## src/rtl/seq_pattern_pkg.sv

```systemverilog
// ---------------------------------------------------------------------------
// seq_pattern_pkg
// Shared types and helpers for the serial "101" pattern transmit path.
//   tx_state_t  : transmit FSM states (IDLE, SHIFT, GAP)
//   trk_state_t : overlapping "101" tracker states (S0, S1, S10)
//   cntWidth()  : counter width helper, never returns less than 1 bit
// ---------------------------------------------------------------------------
package seq_pattern_pkg;

  typedef enum logic [1:0] {
    IDLE,
    SHIFT,
    GAP
  } tx_state_t;

  typedef enum logic [1:0] {
    S0,
    S1,
    S10
  } trk_state_t;

  // Bits needed to hold values 0..n-1; a 1-bit minimum keeps degenerate
  // parameterisations (n <= 1) from producing zero-width vectors.
  function automatic int cntWidth(input int n);
    return (n > 1) ? $clog2(n) : 1;
  endfunction

endpackage

```

## src/rtl/seq_pattern_tx_tracker.sv

```systemverilog
// ---------------------------------------------------------------------------
// seq101_tracker
// Overlapping "101" detector sampling one bit per clock. Also used on its own
// as a reference model for the receive side.
// Ports:
//   clk         in   rising-edge clock
//   reset       in   asynchronous, active-high
//   bit_in      in   serial bit sampled every cycle
//   match_pulse out  one-cycle pulse, the cycle after the completing '1'
//   match_cnt   out  CNT_W-bit wrapping count of matches
// ---------------------------------------------------------------------------
module seq101_tracker
  import seq_pattern_pkg::*;
#(
  parameter int CNT_W = 16
) (
  input  logic             clk,
  input  logic             reset,
  input  logic             bit_in,
  output logic             match_pulse,
  output logic [CNT_W-1:0] match_cnt
);

  trk_state_t r_state;
  logic       w_match;

  assign w_match = (r_state == S10) && bit_in;

  // A completing '1' lands in S1, not S0, so "10101" counts twice.
  always_ff @(posedge clk or posedge reset) begin
    if (reset) begin
      r_state     <= S0;
      match_pulse <= 1'b0;
      match_cnt   <= '0;
    end else begin
      case (r_state)
        S0:      r_state <= bit_in ? S1 : S0;
        S1:      r_state <= bit_in ? S1 : S10;
        S10:     r_state <= bit_in ? S1 : S0;
        default: r_state <= S0;
      endcase
      match_pulse <= w_match;
      if (w_match) begin
        match_cnt <= match_cnt + 1'b1;
      end
    end
  end

endmodule

```

## src/rtl/seq_pattern_tx.sv

```systemverilog
// ---------------------------------------------------------------------------
// seq_pattern_tx
// Accepts WIDTH-bit words over valid/ready and shifts them out MSB-first on a
// registered serial line, followed by GAP zero bits. An embedded "101"
// tracker watches the line and keeps a golden match count.
// Ports:
//   clk          in   rising-edge clock
//   reset        in   asynchronous, active-high
//   data_in      in   word to transmit, sampled on accept
//   data_valid   in   data_in valid
//   data_ready   out  high only in IDLE
//   bit_out      out  serial line, 0 when not shifting
//   busy         out  high in SHIFT or GAP
//   match_pulse  out  one-cycle pulse per "101" seen on bit_out
//   match_cnt    out  wrapping count of "101" occurrences
// ---------------------------------------------------------------------------
module seq_pattern_tx
  import seq_pattern_pkg::*;
#(
  parameter int WIDTH = 8,
  parameter int GAP   = 2,
  parameter int CNT_W = 16
) (
  input  logic             clk,
  input  logic             reset,
  input  logic [WIDTH-1:0] data_in,
  input  logic             data_valid,
  output logic             data_ready,
  output logic             bit_out,
  output logic             busy,
  output logic             match_pulse,
  output logic [CNT_W-1:0] match_cnt
);

  localparam int BIT_W = cntWidth(WIDTH);
  localparam int GAP_W = cntWidth(GAP + 1);
  localparam logic [BIT_W-1:0] BIT_LAST = BIT_W'(WIDTH - 1);
  localparam logic [GAP_W-1:0] GAP_LAST = GAP_W'((GAP > 0) ? GAP - 1 : 0);

  // State literals are package-scoped because the GAP parameter shadows the
  // GAP state name inside this module.
  tx_state_t        r_state;
  logic [WIDTH-1:0] r_shift;
  logic [BIT_W-1:0] r_bitCnt;
  logic [GAP_W-1:0] r_gapCnt;
  logic             r_bitOut;
  logic             w_accept;

  assign w_accept   = data_valid && (r_state == seq_pattern_pkg::IDLE);
  assign data_ready = (r_state == seq_pattern_pkg::IDLE);
  assign busy       = (r_state != seq_pattern_pkg::IDLE);
  assign bit_out    = r_bitOut;

  // r_bitCnt counts bits still to come after the one on the line, so zero
  // marks the LSB cycle. r_shift holds only the not-yet-sent bits.
  always_ff @(posedge clk or posedge reset) begin
    if (reset) begin
      r_state  <= seq_pattern_pkg::IDLE;
      r_shift  <= '0;
      r_bitCnt <= '0;
      r_gapCnt <= '0;
      r_bitOut <= 1'b0;
    end else begin
      case (r_state)
        seq_pattern_pkg::IDLE: begin
          if (w_accept) begin
            r_shift  <= {data_in[WIDTH-2:0], 1'b0};
            r_bitOut <= data_in[WIDTH-1];
            r_bitCnt <= BIT_LAST;
            r_state  <= seq_pattern_pkg::SHIFT;
          end else begin
            r_bitOut <= 1'b0;
          end
        end
        seq_pattern_pkg::SHIFT: begin
          if (r_bitCnt != '0) begin
            r_bitOut <= r_shift[WIDTH-1];
            r_shift  <= {r_shift[WIDTH-2:0], 1'b0};
            r_bitCnt <= r_bitCnt - 1'b1;
          end else begin
            r_bitOut <= 1'b0;
            r_gapCnt <= GAP_LAST;
            r_state  <= (GAP > 0) ? seq_pattern_pkg::GAP : seq_pattern_pkg::IDLE;
          end
        end
        seq_pattern_pkg::GAP: begin
          r_bitOut <= 1'b0;
          if (r_gapCnt == '0) begin
            r_state <= seq_pattern_pkg::IDLE;
          end else begin
            r_gapCnt <= r_gapCnt - 1'b1;
          end
        end
        default: begin
          r_bitOut <= 1'b0;
          r_state  <= seq_pattern_pkg::IDLE;
        end
      endcase
    end
  end

  seq101_tracker #(
    .CNT_W(CNT_W)
  ) u_tracker (
    .clk        (clk),
    .reset      (reset),
    .bit_in     (r_bitOut),
    .match_pulse(match_pulse),
    .match_cnt  (match_cnt)
  );

endmodule

```

## config.mk

```make
export PLATFORM = sky130hd
export DESIGN_NAME = seq_pattern_tx
export DESIGN_NICKNAME = d
export VERILOG_FILES = /design/src/rtl/seq_pattern_pkg.sv /design/src/rtl/seq_pattern_tx_tracker.sv /design/src/rtl/seq_pattern_tx.sv
export SDC_FILE = /design/constraint.sdc
export NUM_CORES = 1
export LEC_CHECK = 0
export ABC_AREA = 1
export CORE_MARGIN = 2
export CORE_UTILIZATION = 46
export CTS_BUF_LIST = sky130_fd_sc_hd__clkbuf_16
export DETAILED_ROUTE_END_ITERATION = 16
export GPL_TIMING_DRIVEN = 0
export PLACE_DENSITY = 0.86
export SYNTH_ARGS = -nofsm -noshare
export SYNTH_HDL_FRONTEND = slang
export SYNTH_SLANG_ARGS = --single-unit
```

## constraint.sdc

```tcl
create_clock -name clk -period 1.4 [get_ports clk]
set_input_delay 0.35 -clock clk [delete_from_list [all_inputs] [get_ports clk]]
set_output_delay 0.35 -clock clk [all_outputs]
set_load 0.01 [all_outputs]
```

==> results of run 1 <==
## repair_timing
item,CTS,global route
gates resized for setup,31,11
hold buffers,0,0
buffers inserted,10,4
pin swaps,3,2
gates cloned,1,0
setup endpoints to repair,62,14
## final timing paths
kind | end | slack, ns
setup / recovery | match_cnt[0] | 0.04
hold / removal | r_gapCnt[0] | 0.50
setup reg to reg | r_bitCnt[2] | 0.08
hold reg to reg | r_gapCnt[0] | 0.50
max in group asynchronous | u_tracker.match_cnt[10] | 0.44
min in group asynchronous | r_gapCnt[1] | 0.53
## area by class of cell
class	instances	area (um2)
Tap cell	46	57.56
Fill cell	276	1110
Inverter	29	112.6
Multi-Input combinational cell	134	750.7
Sequential cell	34	853.3
Clock inverter	2	10.01
Timing Repair Buffer	45	380.4
Clock buffer	5	125.1
Buffer	2	16.27
## placed cells by master (no fill, tap or decap), types with 2 or more instances in the layout
cell / netlist / layout
inv_2: 2 / 3
nand2_1: 53 / 53
nand3b_1: 2 / 2
nand4_1: 2 / 2
ha_4: 0 / 3
o21ai_1: 9 / 8
o21ai_0: 9 / 9
dlygate4sd2_1: 0 / 18
inv_1: 27 / 25
dfrtp_2: 0 / 2
xnor2_1: 6 / 6
nor3_1: 2 / 2
clkbuf_16: 0 / 5
nor2_2: 2 / 2
dfrtp_1: 34 / 32
o21ai_2: 1 / 2
xor2_1: 2 / 2
nor2_4: 3 / 4
clkdlybuf4s50_1: 0 / 10
a21oi_1: 2 / 2
nor2_1: 21 / 20
nand2_2: 4 / 4
buf_2: 1 / 3
buf_4: 0 / 15
nand3_1: 9 / 8
clkinv_2: 0 / 2
## routing by layer
metal / vias up / GRT usage, % / wire, um
met3: 6 / 4.754 / 185
met1: 627 / 20.20 / 1405
met2: 45 / 28.26 / 1634
met5: - / 0 / 0
met4: 0 / 10.64 / 67
li1: 723 / - / -
## cell usage after synthesis
| master | number | area share, % |
|---|---|---|
| nor3_1 | 2 | 0.60 |
| nand3_1 | 9 | 2.7 |
| buf_2 | 1 | 0.30 |
| a21oi_1 | 2 | 0.60 |
| nand2_4 | 1 | 0.68 |
| inv_1 | 27 | 6.1 |
| nor2_1 | 21 | 4.7 |
| nand2_2 | 4 | 1.5 |
| inv_2 | 2 | 0.45 |
| nor2_2 | 2 | 0.75 |
| a21boi_0 | 1 | 0.45 |
| dfrtp_1 | 34 | 51 |
| o21ai_1 | 9 | 2.7 |
| o21ai_0 | 9 | 2.7 |
| ha_1 | 4 | 3.0 |
| buf_6 | 1 | 0.68 |
| xor2_1 | 2 | 1.1 |
| nor2_4 | 3 | 2.0 |
| nand4_1 | 2 | 0.75 |
| nand2_1 | 53 | 12 |
| xnor2_1 | 6 | 3.2 |
| nand3b_1 | 2 | 0.90 |
| o21ai_2 | 1 | 0.53 |
| nand3_2 | 1 | 0.60 |
## sequential cells by signal, indices dropped and copies added, names as in the netlist
name / flops
r_shift: 7
r_state: 2
u_tracker.r_state: 2
u_tracker.match_cnt: 16
r_bitCnt: 3
u_tracker.match_pulse: 1
bit_out: 1
r_gapCnt: 2
## logic make-up (layout without fill, tap and decap cells)
family,after synthesis,after routing,synth area share [%]
AOI/OAI and AO/OA,22,22,6.987
xor gates and xnor gates,8,8,4.208
adders and majority gates,4,4,3.005
buffers and inverters,31,83,7.513
DFF,34,34,51.09
and+or+nand+nor,100,100,27.20
## metrics by stage
step	total power, mW	hold WS [ns]	instances	worst slack, ns	instance area [um2]
after global placement	2.558	0.4550	275	-0.4394	2023
after floorplan	2.230	0.4396	199	0.05734	1665
after global routing	4.267	0.5144	297	-0.009864	2306
after detailed placement	2.611	0.4637	275	-0.4825	2023
after CTS	3.824	0.4997	293	0.004505	2228
final	3.972	0.4989	297	0.03507	2306
## power by group
group,total (mW),switching (mW),internal [mW]
combinational,1.56,0.820,0.742
clock,1.02,0.382,0.641
sequential,1.39,0.153,1.23
==> flow_metrics.env, run 1 <==
export IMPL_outcome="finished, final reports clean"
export IMPL_vias_per_cell=4.717
export IMPL_fmax_mhz=732.6
export IMPL_setup_violations=0
export IMPL_drive_gt1_share_pct=19.92
export IMPL_first_iter_violations=54
export IMPL_die_y_um=64.17
export IMPL_fin_crit_sh_pct=97.49
export IMPL_tns_ns=0
export IMPL_antenna_found_initial=0
export IMPL_clk_path_buf_depth=2
export IMPL_gp_congestion=0.8835
export IMPL_insertion_delay_ns=0.28
export IMPL_initial_utilization_pct=48.75
export IMPL_num_rows=21
export IMPL_boundaryPins=31
export IMPL_yosysUniqueCellTypes=24
export IMPL_holdPathStages=2
export IMPL_required_ns=1.05
export IMPL_rr_startpoint="r_bitCnt[0]"
export IMPL_path_buf_inv=1
export IMPL_cts_buffers=5
export IMPL_syn_inst=199
export IMPL_maxCapViolCount=0
export IMPL_fin_crit_ns=1.365
export IMPL_crit_start="u_tracker.match_cnt[0]"
export IMPL_totalWireLength_um=3292
export IMPL_ir_worst_vdd_v=0.001046
export IMPL_critPathSlowestCell="dfrtp_1"
export IMPL_cp_max_fo=4
export IMPL_synth_seq_cells=34
export IMPL_antennaDiodeCount=0
export IMPL_grt_pass1_vias=1217
export IMPL_finalHoldViolCount=0
export IMPL_io_buffers=30
export IMPL_finalMaxSlewViolations=0
export IMPL_fin_util_pct=67.51
export IMPL_skew_ns=0.003095
export IMPL_hpwlAfterDp_um=2232
export IMPL_path_clk_slew_ns=0.05
export IMPL_first_pass_iters=4
export IMPL_postRouteAntennaNets=0
export IMPL_drc=0
export IMPL_grt_ovfl_total=0
export IMPL_cp_depth=1
export IMPL_area_growth_pct=38.47
export IMPL_syn_nets=214
export IMPL_hp_start="r_gapCnt[0]"
export IMPL_worstSetupStartpointType="flip-flop"
export IMPL_ff2ff_path_depth=9
export IMPL_vias=1401
export IMPL_synthesis_area_um2=1665
export IMPL_ys_seq_area_share_pct=51.09
export IMPL_fp_coreArea_um2=3416
export IMPL_crit_chain="dlygate4sd2_1"
export IMPL_power_density_nw_per_um2=1722
export IMPL_clockRootBuffer="clkbuf_16"
export IMPL_crit_arrival_ns=1.01
export IMPL_track_usage_pct=17.34
export IMPL_hold_class="reg -> reg"
export IMPL_layout_nets=266
export IMPL_critPathMaxStageDelay_ns=0.43
export IMPL_syn_avg_cell_area_um2=8.369
export IMPL_grt_first_pass_wirelength_um=5306
export IMPL_die_area_um2=4118
export IMPL_wl_per_cell_um=11.08
export IMPL_crit_family="flip-flops"
export IMPL_cts_tree="yes"
export IMPL_cts_sinks=34
export IMPL_max_slew_margin_pct=52.79
export IMPL_tightest_slew_ns=0.7067
export IMPL_power_leakage_nw=1.138
export IMPL_die_x_um=64.17
export IMPL_crit_type="reg -> out"
export IMPL_cp_end_kind="output pin"
export IMPL_grt_max_degree=35
export IMPL_htree_levels=2
export IMPL_synth_warnings=0
Note: power is estimated with default switching activity, not from simulation.
==> run 2: changes to the inputs <==
--- a/config.mk
+++ b/config.mk
@@ -6,7 +6,8 @@
 export NUM_CORES = 1
 export LEC_CHECK = 0
 export ABC_AREA = 1
-export CORE_MARGIN = 2
+export CORE_ASPECT_RATIO = 1.2
+export CORE_MARGIN = 1
 export CORE_UTILIZATION = 46
 export CTS_BUF_LIST = sky130_fd_sc_hd__clkbuf_16
 export DETAILED_ROUTE_END_ITERATION = 16
==> run 2 against run 1 <==
The flow now finishes with violations (design-rule violations). Via count increased by 4.8%. Cell count decreased by 2.4%. Fmax decreased by 2.1%. Power decreased by 1.2%. Die area decreased by 6.1%.
==> flow_metrics.env, run 2 (synthesis results as in run 1) <==
export IMPL_outcome="finished, violations left"
export IMPL_failed_checks="design-rule violations"
export IMPL_clockRootBuffer="clkbuf_16"
export IMPL_fin_crit_ns=1.394
export IMPL_max_slew_margin_pct=52.07
export IMPL_clk_path_buf_depth=2
export IMPL_cts_tree="yes"
export IMPL_use_met2_pct=37.50
export IMPL_gr_usage_met3_pct=5.104
export IMPL_vias_per_cell=5.062
export IMPL_die_y_um=67.91
export IMPL_totalWireLength_um=3426
export IMPL_maxCapViolCount=0
export IMPL_grt_pass1_vias=1354
export IMPL_vias=1468
export IMPL_wl_per_cell_um=11.81
export IMPL_track_usage_pct=19.79
export IMPL_drive_gt1_share_pct=18.18
export IMPL_critPathMostFrequentCell="buf_6"
export IMPL_path_clk_slew_ns=0.05
export IMPL_required_ns=1.05
export IMPL_drc=4
export IMPL_use_met1_pct=19.05
export IMPL_antennaDiodeCount=0
export IMPL_ff2ff_path_depth=9
export IMPL_htree_levels=2
export IMPL_cp_max_fo=2
export IMPL_num_rows=23
export IMPL_multi_input_area_um2=715.7
export IMPL_fmax_mhz=717.2
export IMPL_worstSetupStartpointType="flip-flop"
export IMPL_postRouteAntennaNets=0
export IMPL_fin_crit_sh_pct=99.59
export IMPL_skew_ns=0.004168
export IMPL_initial_utilization_pct=49.04
export IMPL_fillers=284
export IMPL_gp_congestion=0.8359
export IMPL_io_buffers=30
export IMPL_critPathMaxStageDelay_ns=0.41
export IMPL_dp_cells=266
export IMPL_power_leakage_nw=1.159
export IMPL_finalMaxSlewViolations=0
export IMPL_antenna_found_initial=0
export IMPL_first_iter_violations=49
export IMPL_grt_ovfl_total=0
export IMPL_grt_first_pass_wirelength_um=5575
export IMPL_holdPathStages=2
export IMPL_gr_max_usage_layer="met2"
export IMPL_boundaryPins=31
export IMPL_power_density_nw_per_um2=1716
export IMPL_top_register="u_tracker.match_cnt"
export IMPL_layout_nets=268
export IMPL_final_common_cell="nand2_1"
export IMPL_ff_latch_area_um2=852.1
export IMPL_stdcell_count=290
export IMPL_area_growth_pct=37.34
export IMPL_critPathSlowestCell="dfrtp_2"
export IMPL_crit_arrival_ns=1.04
export IMPL_crit_chain="nor2_4 -> buf_6 -> inv_2 -> buf_6"
export IMPL_cp_end_kind="output pin"
export IMPL_cts_sinks=34
export IMPL_top_regs="u_tracker.match_cnt x16, r_shift x7, r_bitCnt x3"
export IMPL_crit_type="reg -> out"
export IMPL_tightest_slew_ns=0.7174
export IMPL_fp_coreArea_um2=3396
export IMPL_postCtsHoldBufs=0
export IMPL_crit_family="flip-flops"
export IMPL_final_cell_mix="nand2_1, dfrtp_1, inv_1"
export IMPL_ir_worst_vdd_v=0.001157
export IMPL_setup_violations=0
export IMPL_cp_depth=4
export IMPL_cts_buffers=5
export IMPL_largest_register_ffs=16
export IMPL_first_pass_iters=10
export IMPL_die_x_um=56.93
export IMPL_rsz0062_at_grt="true"
export IMPL_insertion_delay_ns=0.27
export IMPL_die_area_um2=3866
export IMPL_finalHoldViolCount=0
export IMPL_whs_ns=0.4898
export IMPL_hold_class="reg -> reg"
export IMPL_hpwlAfterDp_um=2220
export IMPL_path_buf_inv=3
export IMPL_grt_max_degree=35
run 2: power by group:
| part | switching [mW] | internal, mW | leakage, nW | total, mW |
|---|---|---|---|---|
| Sequential | 0.152 | 1.23 | 0.445 | 1.39 |
| Combinational | 0.818 | 0.728 | 0.642 | 1.55 |
| Clock | 0.360 | 0.634 | 0.0723 | 0.994 |
| Total | 1.33 | 2.60 | 1.16 | 3.93 |
run 2: timing repair:
item / 4_1_cts / 5_1_grt
setup buffers: 10 / 5
pin swaps: 2 / 4
endpoints found under the setup margin: 62 / 14
gates cloned: 2 / 0
gates resized for setup: 35 / 5
run 2: area by class of cell:
type                    instances  area share (%)
clock buffers                   5           5.470
plain buffers                   2          0.7112
repair buffers                 46           18.00
clock inverters                 2          0.3282
multi-input cells             135           31.29
well taps                      37           2.024
inverters                      29           4.923
flip-flops and latches         34           37.25
run 2: layer usage:
layer	vias up	part of all wire (%)
li1	727	-
met1	686	40
met2	41	52
met3	14	4.0
met4	0	3.8
met5	-	0
run 2: tightest hold or removal path, stage by stage (launching register included):
cell and delay (ns):
dfrtp_1 0.35, nand2_1 0.06, nand2_1 0.05
run 2: path summary, 6_finish.rpt:
kind                       slack [ns]               startpoint                       to
max in group asynchronous        0.42                    reset               r_state[0]
min reg2reg                      0.49  u_tracker.match_cnt[15]  u_tracker.match_cnt[15]
min                              0.49  u_tracker.match_cnt[15]  u_tracker.match_cnt[15]
max                             0.006               r_state[0]                     busy
max reg2reg                      0.05              r_bitCnt[0]              r_bitCnt[1]
min in group asynchronous        0.54                    reset  u_tracker.match_cnt[12]
run 2: metrics by stage:
step / power [mW] / utilization (%) / cell area, um2 / TNS (ns) / setup WS, ns
2_1_floorplan: 2.230 / - / 1665 / 0 / 0.05734
3_3_place_gp: 2.558 / 59.25 / 2012 / -15.60 / -0.4411
3_5_place_dp: 2.598 / 59.25 / 2012 / -16.78 / -0.4743
4_1_cts: 3.787 / 65.59 / 2227 / -0.01580 / -0.01580
5_1_grt: 4.181 / 67.35 / 2287 / -0.06542 / -0.03423
6_report: 3.926 / 67.35 / 2287 / 0 / 0.005742
==> run 3: changes to the inputs <==
--- a/config.mk
+++ b/config.mk
@@ -8,11 +8,11 @@
 export ABC_AREA = 1
 export CORE_ASPECT_RATIO = 1.2
 export CORE_MARGIN = 1
-export CORE_UTILIZATION = 46
-export CTS_BUF_LIST = sky130_fd_sc_hd__clkbuf_16
+export CORE_UTILIZATION = 55
 export DETAILED_ROUTE_END_ITERATION = 16
+export DONT_BUFFER_PORTS = 1
 export GPL_TIMING_DRIVEN = 0
-export PLACE_DENSITY = 0.86
+export PLACE_DENSITY = 0.84
 export SYNTH_ARGS = -nofsm -noshare
 export SYNTH_HDL_FRONTEND = slang
 export SYNTH_SLANG_ARGS = --single-unit
==> run 3 against run 2 <==
The flow now finishes without violations. Core utilization increased by 2.8 points. Count of clock-buffer cells in the layout unchanged. Clock power decreased by 7.6%. Non-clock buffer count shrank 38. Critical path depth shrank 2. Combinational power is 11% lower. Die area shrank 16%. Setup slack improved by 0.0055 ns. Via count down 12%. Flip-flop and latch count unchanged. Critical endpoint unchanged.
==> flow_metrics.env, run 3 (synthesis results as in run 1) <==
export IMPL_power_density_nw_per_um2=1879
export IMPL_cts_sinks=34
export IMPL_clk_path_buf_depth=2
export IMPL_skew_ns=0.007761
export IMPL_vias=1295
export IMPL_insertion_delay_ns=0.34
export IMPL_setup_ws_ns=0.01120
export IMPL_die_area_um2=3253
export IMPL_seq_power_share_pct=38.6
export IMPL_gp_congestion=0.7870
export IMPL_power_leakage_nw=0.9327
export IMPL_hold_class="in -> reg"
export IMPL_switchingPower_mw=1.362
export IMPL_drc=0
export IMPL_totalWireLength_um=3237
export IMPL_fmax_mhz=720.0
export IMPL_fin_util_pct=70.11
export IMPL_fin_crit_ns=1.389
export IMPL_die_y_um=62.28
export IMPL_worstSetupStartpointType="flip-flop"
export IMPL_num_rows=21
export IMPL_antenna_found_initial=0
export IMPL_rsz0062_at_grt="true"
export IMPL_postRouteAntennaNets=0
export IMPL_cp_end_kind="output pin"
export IMPL_fp_coreArea_um2=2838
export IMPL_setup_violations=0
export IMPL_dp_cells=233
export IMPL_hpwlAfterDp_um=2100
export IMPL_antennaDiodeCount=0
export IMPL_crit_arrival_ns=1.04
export IMPL_clockRootBuffer="clkbuf_4"
export IMPL_cts_buffers=5
export IMPL_initial_utilization_pct=58.69
export IMPL_track_usage_pct=22.07
export IMPL_die_x_um=52.23
export IMPL_htree_levels=2
export IMPL_drive_gt1_share_pct=24.07
export IMPL_clock_power_share_pct=24.6
export IMPL_max_slew_margin_pct=68.24
export IMPL_largest_register_ffs=16
export IMPL_dp_slack_ns=-0.06924
export IMPL_top_regs="u_tracker.match_cnt x16, r_shift x7, r_bitCnt x3"
export IMPL_p_int_mw=2.376
export IMPL_path_clk_slew_ns=0.11
export IMPL_finalHoldViolCount=0
export IMPL_grt_max_degree=35
export IMPL_layout_nets=230
export IMPL_finalMaxSlewViolations=0
export IMPL_wl_per_cell_um=12.95
export IMPL_swShare_pct=36.44
export IMPL_top_register="u_tracker.match_cnt"
export IMPL_crit_type="reg -> out"
export IMPL_first_pass_iters=5
export IMPL_cts_tree="yes"
export IMPL_outcome="finished, final reports clean"
export IMPL_required_ns=1.05
export IMPL_io_buffers=0
export IMPL_final_common_cell="nand2_1"
export IMPL_grt_first_pass_wirelength_um=5271
export IMPL_vias_per_cell=5.180
export IMPL_stdcell_count=250
export IMPL_grt_ovfl_total=0
export IMPL_fin_crit_sh_pct=99.20
export IMPL_area_growth_pct=19.46
export IMPL_maxCapViolCount=0
export IMPL_p_comb_share_pct=36.8
export IMPL_cp_max_fo=5
export IMPL_tightest_slew_ns=0.4734
export IMPL_p_total_mw=3.738
export IMPL_grt_pass1_vias=1262
export IMPL_first_iter_violations=51
export IMPL_final_cell_mix="nand2_1, dfrtp_1, inv_1"
export IMPL_ir_worst_vdd_v=0.001850
export IMPL_boundaryPins=31
## run 3: cell types whose count changed in the layout (fill, tap and decap cells not counted), moves of 8 or more
cell / change
clkdlybuf4s50_1: -10
o21ai_1: -8
buf_4: -8
dlygate4sd2_1: -18
o21ai_2: +8
## run 3: through the flow
| step | setup TNS, ns | instance area [um2] | hold slack, ns |
|---|---|---|---|
| final | 0 | 1989 | 0.1544 |
| after global routing | -0.3259 | 1989 | 0.1444 |
| after CTS | -0.007883 | 1868 | 0.1288 |
| after detailed placement | -1.639 | 1708 | 0.4637 |
| after global placement | -1.461 | 1708 | 0.4574 |
| after floorplan | 0 | 1665 | 0.4396 |
## run 3: final timing paths
check,endpoint,cells past startpoint,start,slack [ns]
min reg2reg,u_tracker.r_state[1],1,u_tracker.r_state[1],0.52
min in group asynchronous,r_gapCnt[1],2,reset,0.41
min,r_shift[1],2,data_valid,0.15
max in group asynchronous,bit_out,3,reset,0.56
max,busy,2,r_state[1],0.01
max reg2reg,r_bitCnt[1],9,r_bitCnt[0],0.03
## run 3: routing by layer
| metal | track usage, % | up-vias | part of all wire [%] |
|---|---|---|---|
| met2 | 37.34 | 39 | 52 |
| met3 | 9.314 | 5 | 6.3 |
| met4 | 7.895 | 0 | 1.2 |
| met5 | 0 | - | 0 |
| li1 | - | 653 | - |
| met1 | 23.96 | 598 | 40 |
## run 3: worst max-delay path, cell delays in order, from the launching register on
cell and delay [ns]:
dfrtp_1 0.42, nor2_4 0.20, inv_2 0.07
## run 3: cell type report
cell class                      count  area (um2)
Multi-Input combinational cell    135       770.7
Sequential cell                    34       858.3
Inverter                           29       108.9
Clock buffer                        5       37.54
Timing Repair Buffer                8       86.33
Fill cell                         231       848.3
Tap cell                           34       42.54
Clock inverter                      3       68.82
Buffer                              2       16.27
## run 3: timing repair
action                                  CTS  global route
pin swaps                                 4             3
hold buffers                              0             1
endpoints found under the setup margin   15            16
buffers inserted                          3             2
gates cloned                              2             0
endpoints found under the hold margin     0            10
gates resized for setup                   9            17
## run 3: power by group through the flow
stage	logic [mW]	clock network (mW)	registers [mW]
after global routing	1.53	0.982	1.47
after detailed placement	0.977	0	1.45
final	1.38	0.918	1.44
after floorplan	0.823	0	1.41
after global placement	0.953	0	1.44
after CTS	1.14	0.934	1.43
